**config.mk**
```make
export PLATFORM = sky130hd
export DESIGN_NAME = capture_seq
export DESIGN_NICKNAME = d
export VERILOG_FILES = /design/src/rtl/la_pkg.sv /design/src/rtl/capture_cnt.sv /design/src/rtl/capture_seq.sv
export SDC_FILE = /design/constraint.sdc
export NUM_CORES = 1
export LEC_CHECK = 0
export ABC_AREA = 0
export CAP_MARGIN = 20
export CORE_ASPECT_RATIO = 0.9
export CORE_UTILIZATION = 58
export DETAILED_ROUTE_END_ITERATION = 8
export MAX_ROUTING_LAYER = met4
export PLACE_DENSITY = 0.86
export SYNTH_ARGS = -nofsm -noshare
export SYNTH_HDL_FRONTEND = slang
export SYNTH_SLANG_ARGS = --single-unit
```
**constraint.sdc**
```tcl
create_clock -name CLK300MHZ -period 4.82 [get_ports CLK300MHZ]
set_clock_uncertainty 0.15 [all_clocks]
set_input_delay 0.964 -clock CLK300MHZ [delete_from_list [all_inputs] [get_ports CLK300MHZ]]
set_output_delay 0.964 -clock CLK300MHZ [all_outputs]
set_load 0.1 [all_outputs]
```
**src/rtl/la_pkg.sv**
```systemverilog
// Shared types and defaults for the capture sequencer.
// State codes are exported on state_o, so their values are fixed.
package la_pkg;

    localparam int CNT_W_D     = 17;
    localparam int SAMP_W_D    = 24;
    localparam int FLUSH_CYC_D = 16;

    typedef enum logic [2:0] {
        S_IDLE      = 3'd0,
        S_FLUSH     = 3'd1,
        S_PRE_FILL  = 3'd2,
        S_WAIT_TRIG = 3'd3,
        S_POST      = 3'd4,
        S_DRAIN     = 3'd5
    } cap_state_t;

endpackage

```
**src/rtl/capture_cnt.sv**
```systemverilog
// Loadable down-counter that holds at zero instead of wrapping.
// Used for the flush hold time and the post-trigger word budget.
module capture_cnt #(
    parameter int W = 8
) (
    input  logic         CLK300MHZ,
    input  logic         RST,
    input  logic         i_load,
    input  logic [W-1:0] i_val,
    input  logic         i_dec,
    output logic [W-1:0] o_cnt
);

    logic [W-1:0] r_cnt;

    always_ff @(posedge CLK300MHZ or posedge RST) begin
        if (RST) begin
            r_cnt <= '0;
        end else if (i_load) begin
            r_cnt <= i_val;
        end else if (i_dec && (r_cnt != '0)) begin
            r_cnt <= r_cnt - W'(1);
        end
    end

    assign o_cnt = r_cnt;

endmodule

```
**src/rtl/capture_seq.sv**
```systemverilog
// Capture sequencer: flush, pre-trigger fill, armed discard,
// post-trigger count and drain for the 300 MHz sample path.
module capture_seq
    import la_pkg::*;
#(
    parameter int CNT_W     = CNT_W_D,
    parameter int SAMP_W    = SAMP_W_D,
    parameter int FLUSH_CYC = FLUSH_CYC_D
) (
    input  logic              CLK300MHZ,
    input  logic              RST,
    input  logic              start_stb,
    input  logic              abort_stb,
    input  logic [CNT_W-1:0]  pre_depth,
    input  logic [SAMP_W-1:0] post_words,
    input  logic              trigger_in,
    input  logic [CNT_W-1:0]  fifo_count,
    input  logic              samp_stb,
    output logic              fifo_flush,
    output logic              wr_gate,
    output logic              discard_rd,
    output logic              drain_en,
    output logic              busy,
    output logic              done_stb,
    output logic [2:0]        state_o
);

    localparam int FL_W = $clog2(FLUSH_CYC) + 1;

    cap_state_t        r_state;
    cap_state_t        w_next;
    logic [CNT_W-1:0]  r_pre_q;
    logic [SAMP_W-1:0] r_post_q;
    logic              r_aborting;
    logic              r_fifo_flush;
    logic              r_wr_gate;
    logic              r_discard;
    logic              r_drain;
    logic              r_busy;
    logic              r_done;

    logic              w_fl_load;
    logic              w_fl_dec;
    logic [FL_W-1:0]   w_fl_cnt;
    logic              w_pc_load;
    logic              w_pc_dec;
    logic [SAMP_W-1:0] w_pc_cnt;
    logic              w_latch;
    logic              w_abort;
    logic              w_done;
    logic              w_disc;

    capture_cnt #(.W(FL_W)) u_flush_cnt (
        .CLK300MHZ (CLK300MHZ),
        .RST       (RST),
        .i_load    (w_fl_load),
        .i_val     (FL_W'(FLUSH_CYC - 1)),
        .i_dec     (w_fl_dec),
        .o_cnt     (w_fl_cnt)
    );

    capture_cnt #(.W(SAMP_W)) u_post_cnt (
        .CLK300MHZ (CLK300MHZ),
        .RST       (RST),
        .i_load    (w_pc_load),
        .i_val     (r_post_q),
        .i_dec     (w_pc_dec),
        .o_cnt     (w_pc_cnt)
    );

    always_ff @(posedge CLK300MHZ or posedge RST) begin
        if (RST) begin
            r_state <= S_IDLE;
        end else begin
            r_state <= w_next;
        end
    end

    always_comb begin
        w_next    = r_state;
        w_fl_load = 1'b0;
        w_fl_dec  = 1'b0;
        w_pc_load = 1'b0;
        w_pc_dec  = 1'b0;
        w_latch   = 1'b0;
        w_abort   = 1'b0;
        w_done    = 1'b0;
        w_disc    = 1'b0;
        if (abort_stb && (r_state != S_IDLE)) begin
            w_next    = S_FLUSH;
            w_fl_load = 1'b1;
            w_abort   = 1'b1;
        end else begin
            unique case (r_state)
                S_IDLE: begin
                    if (start_stb) begin
                        w_next    = S_FLUSH;
                        w_fl_load = 1'b1;
                        w_latch   = 1'b1;
                    end
                end
                S_FLUSH: begin
                    if (w_fl_cnt == '0) begin
                        w_next = r_aborting ? S_IDLE : S_PRE_FILL;
                    end else begin
                        w_fl_dec = 1'b1;
                    end
                end
                S_PRE_FILL: begin
                    if (fifo_count >= r_pre_q) begin
                        w_next = S_WAIT_TRIG;
                    end
                end
                S_WAIT_TRIG: begin
                    // the trigger-cycle word is still pre-trigger
                    w_disc = samp_stb && (fifo_count > r_pre_q);
                    if (trigger_in) begin
                        if (r_post_q == '0) begin
                            w_next = S_DRAIN;
                        end else begin
                            w_pc_load = 1'b1;
                            w_next    = S_POST;
                        end
                    end
                end
                S_POST: begin
                    w_pc_dec = samp_stb;
                    if (w_pc_cnt == '0) begin
                        w_next = S_DRAIN;
                    end else if (samp_stb && (w_pc_cnt == SAMP_W'(1))) begin
                        w_next = S_DRAIN;
                    end
                end
                S_DRAIN: begin
                    if (fifo_count == '0) begin
                        w_done = 1'b1;
                        w_next = S_IDLE;
                    end
                end
                default: begin
                    w_next = S_IDLE;
                end
            endcase
        end
    end

    always_ff @(posedge CLK300MHZ or posedge RST) begin
        if (RST) begin
            r_pre_q      <= '0;
            r_post_q     <= '0;
            r_aborting   <= 1'b0;
            r_fifo_flush <= 1'b0;
            r_wr_gate    <= 1'b0;
            r_discard    <= 1'b0;
            r_drain      <= 1'b0;
            r_busy       <= 1'b0;
            r_done       <= 1'b0;
        end else begin
            if (w_latch) begin
                r_pre_q  <= pre_depth;
                r_post_q <= post_words;
            end
            if (w_latch) begin
                r_aborting <= 1'b0;
            end else if (w_abort) begin
                r_aborting <= 1'b1;
            end
            r_fifo_flush <= (w_next == S_FLUSH);
            r_wr_gate    <= (w_next == S_PRE_FILL)
                         || (w_next == S_WAIT_TRIG)
                         || (w_next == S_POST);
            r_discard    <= w_disc;
            r_drain      <= (w_next == S_DRAIN);
            r_busy       <= (w_next != S_IDLE);
            r_done       <= w_done;
        end
    end

    assign fifo_flush = r_fifo_flush;
    assign wr_gate    = r_wr_gate;
    assign discard_rd = r_discard;
    assign drain_en   = r_drain;
    assign busy       = r_busy;
    assign done_stb   = r_done;
    assign state_o    = r_state;

endmodule

```
==> results.sh <==
export IMPL_top_usage_layer="met2"
export IMPL_tightest_slew_ns=0.988
export IMPL_final_nets=579
export IMPL_path_class="flip-flop to output port"
export IMPL_synthArstFlopShare_pct=100
export IMPL_intPower_mw=1.15
export IMPL_syn_to_final_growth_pct=23.1
export IMPL_max_stage_delay_ns=1.22
export IMPL_r2r_worst_path_cells=5
export IMPL_fp_dieW_um=92.9
export IMPL_power_leakage_nw=2.33
export IMPL_nFillCells=515
export IMPL_drc=0
export IMPL_synth_cell_types=56
export IMPL_coreArea_mm2=0.00711
export IMPL_holdPathStages=1
export IMPL_holdBufCountCts=0
export IMPL_vias=3609
export IMPL_drt_vias_per_instance=6.12
export IMPL_initial_utilization_pct=60.7
export IMPL_cts_htree_levels=3
export IMPL_outcome="finished clean"
export IMPL_ys_flop_type="dfrtp_1"
export IMPL_hold_path_class="flip-flop to flip-flop"
export IMPL_grt_use_met3_pct=5.56
export IMPL_place_inst=574
export IMPL_drtIter0Drc=253
export IMPL_hpwl_um=7030
export IMPL_clk_latency_ns=0.36
export IMPL_cts_tree="built"
export IMPL_antenna_found_initial=0
export IMPL_power_share_clock_pct=34.3
export IMPL_timing_hold_violations_final=0
export IMPL_period_minus_slack_ns=3.30
export IMPL_setup_viol=0
export IMPL_powerDensity_mw_per_mm2=291
export IMPL_cts_sinks=80
export IMPL_n_antenna_cell=0
export IMPL_synth_avg_cell_area_um2=10.2
export IMPL_p_total_mw=1.54
export IMPL_drt_total_wl_um=10100
export IMPL_dieHeight_um=83.8
export IMPL_clk_path_buf_depth=2
export IMPL_p_sw_share_pct=25.5
export IMPL_cap_violations=0
export IMPL_clk_pin_slew_worst_paths_ns=0.07
export IMPL_ys_warnings_count=0
export IMPL_grt_pass1_vias=3587
export IMPL_worstPathCellList="clkdlybuf4s50_1"
export IMPL_cp_arrival_ns=2.19
export IMPL_p_switching_uw=393
export IMPL_grt_max_degree=81
export IMPL_critPathTopFamily="buffers and inverters"
export IMPL_dr_pass1_iters=5
export IMPL_ys_seq_elements=80
export IMPL_use_met2_pct=43.9
export IMPL_final_cell_count_no_fill=590
export IMPL_post_cts_resized=0
export IMPL_post_cts_buffers=0
export IMPL_drv_slew=0
export IMPL_drive_above_1_share_pct=10.9
export IMPL_dieArea_mm2=0.00779
export IMPL_clockRootBuffer="clkbuf_8"
export IMPL_ir_worst_vdd_mv=0.258
export IMPL_synth_area_mm2=0.00432
export IMPL_power_frac_seq_pct=50.1
export IMPL_synth_edff_count=0
export IMPL_path_buf_inv=1
export IMPL_rows=29
export IMPL_critical_path_max_fanout=14
export IMPL_io_buffers=72
export IMPL_gp_congestion=0.823
export IMPL_utilization_pct=74.7
export IMPL_grt_pass1_wl_um=17100
export IMPL_setup_tns_ns=0
export IMPL_maxSlewHeadroom_pct=33.9
export IMPL_synth_cells=425
export IMPL_pin_count=73
export IMPL_grt_overflow=0
export IMPL_wire_per_inst_um=17.2
export IMPL_cts_buffers=9
export IMPL_startpoint_type="flip-flop"
export IMPL_endpoint_kind="output port"
export IMPL_p_comb_share_pct=15.7
export IMPL_required_ns=3.71
export IMPL_ant_nets=0
export IMPL_seq_area_frac_synth_pct=46.4
export IMPL_cp_depth=1
export IMPL_fmax_mhz=303
export IMPL_synth_fp_nets=511
export IMPL_placed_cell_area_mm2=0.00508
export IMPL_rsz0062_at_grt="no"
export IMPL_cp_slowest_cell="clkdlybuf4s50_1"
export IMPL_grtUsageTotal_pct=28.8
export IMPL_period_share_pct=68.5
export IMPL_met1_usage_pct=38.9
export IMPL_final_cell_area_mm2=0.00531
-- cells in the final DEF (no fill, tap or decap), drive strengths merged, types with 2 or more instances in the layout --
cell type,count
dfrtp,80
clkdlybuf4s50,72
nand2,49
inv,27
mux2,27
nor2,22
ha,22
o21ai,22
nor4,22
nor3,14
a21oi,14
clkbuf,10
a221o,9
o31ai,7
o311ai,7
nand3,7
or4,7
o211ai,6
a31oi,6
mux2i,5
nand4,4
or3,4
buf,4
nand3b,3
nand4b,3
nand2b,3
xnor2,3
and4,3
and3,3
nor4b,3
clkinv,3
nor2b,2
or3b,2
nor3b,2
o21a,2
a211oi,2
bufinv,2
-- cell families after synthesis --
| logic type | after synthesis | synth area share [%] |
|---|---|---|
| XOR/XNOR | 4 | 0.812 |
| buffers and inverters | 46 | 4.81 |
| adder cells (fa/ha/maj) | 22 | 6.38 |
| AND/OR/NAND/NOR | 156 | 19.8 |
| multiplexers | 32 | 8.29 |
| AO/OA/AOI/OAI | 85 | 13.6 |
| flip-flops | 80 | 46.4 |
-- synth_stat cells, drive strengths merged (3+ instances only) --
| master | number | share of area (%) |
|---|---|---|
| a31oi | 6 | 0.87 |
| o21ai | 22 | 2.6 |
| a21oi | 14 | 1.6 |
| nand4b | 3 | 0.61 |
| and3 | 3 | 0.43 |
| nand2b | 3 | 0.43 |
| mux2 | 27 | 7.1 |
| or3 | 4 | 0.70 |
| nor2 | 22 | 1.9 |
| nand3 | 7 | 0.93 |
| nor4b | 3 | 0.61 |
| or4 | 7 | 1.3 |
| buf | 8 | 1.5 |
| ha | 22 | 6.4 |
| inv | 27 | 2.3 |
| nand2 | 49 | 4.3 |
| o211ai | 6 | 1.0 |
| clkbuf | 11 | 0.96 |
| nand4 | 4 | 0.58 |
| o31ai | 7 | 1.2 |
| mux2i | 5 | 1.2 |
| and4 | 3 | 0.61 |
| a221o | 9 | 2.1 |
| dfrtp | 80 | 46 |
| nor3 | 14 | 1.6 |
| o311ai | 7 | 1.4 |
| nand3b | 3 | 0.52 |
| nor4 | 22 | 3.7 |
| xnor2 | 3 | 0.61 |
-- power by group through the flow --
stage | clock network [mW] | logic [mW] | registers, mW
after floorplan | 0 | 0.141 | 0.771
after global placement | 0 | 0.223 | 0.783
after detailed placement | 0 | 0.236 | 0.785
after CTS | 0.543 | 0.239 | 0.772
after global routing | 0.567 | 0.274 | 0.780
final | 0.529 | 0.242 | 0.773
-- cell type report --
type | count | area, µm² | share of cell area [%]
clock buffers | 10 | 128 | 2.40
clock inverters | 5 | 82.6 | 1.55
inverters | 27 | 101 | 1.91
multi-input cells | 299 | 2110 | 39.8
flip-flops and latches | 80 | 2000 | 37.7
well taps | 93 | 116 | 2.19
repair buffers | 76 | 771 | 14.5
-- sequential cells by signal, summed over array words and instances (netlist names) --
register           flops
drain_en               1
r_pre_q               17
wr_gate                1
r_post_q              24
fifo_flush             1
busy                   1
u_flush_cnt.o_cnt      5
discard_rd             1
u_post_cnt.o_cnt      24
done_stb               1
r_aborting             1
state_o                3
-- metal layers --
metal	wire (µm)	up-vias
met5	0	-
met4	165	0
met3	602	20
met2	4770	121
met1	4590	1761
li1	-	1707
-- stage by stage --
step,worst slack (ns),hold slack (ns)
6_report,1.52,0.369
5_1_grt,1.45,0.380
4_1_cts,1.52,0.374
3_5_place_dp,1.31,0.356
3_3_place_gp,1.44,0.347
2_1_floorplan,1.65,0.318
-- final timing paths --
kind                                       end  slack (ns)                start
setup / recovery                    state_o[0]        1.52           state_o[0]
hold / removal                      r_pre_q[0]        0.37           r_pre_q[0]
setup reg to reg           u_post_cnt.o_cnt[2]        1.81  u_post_cnt.o_cnt[4]
hold reg to reg                     r_pre_q[0]        0.37           r_pre_q[0]
max in group asynchronous  u_post_cnt.o_cnt[8]        3.22                  RST
min in group asynchronous           r_pre_q[7]        0.73                  RST
(Power assumes the default switching activity.)
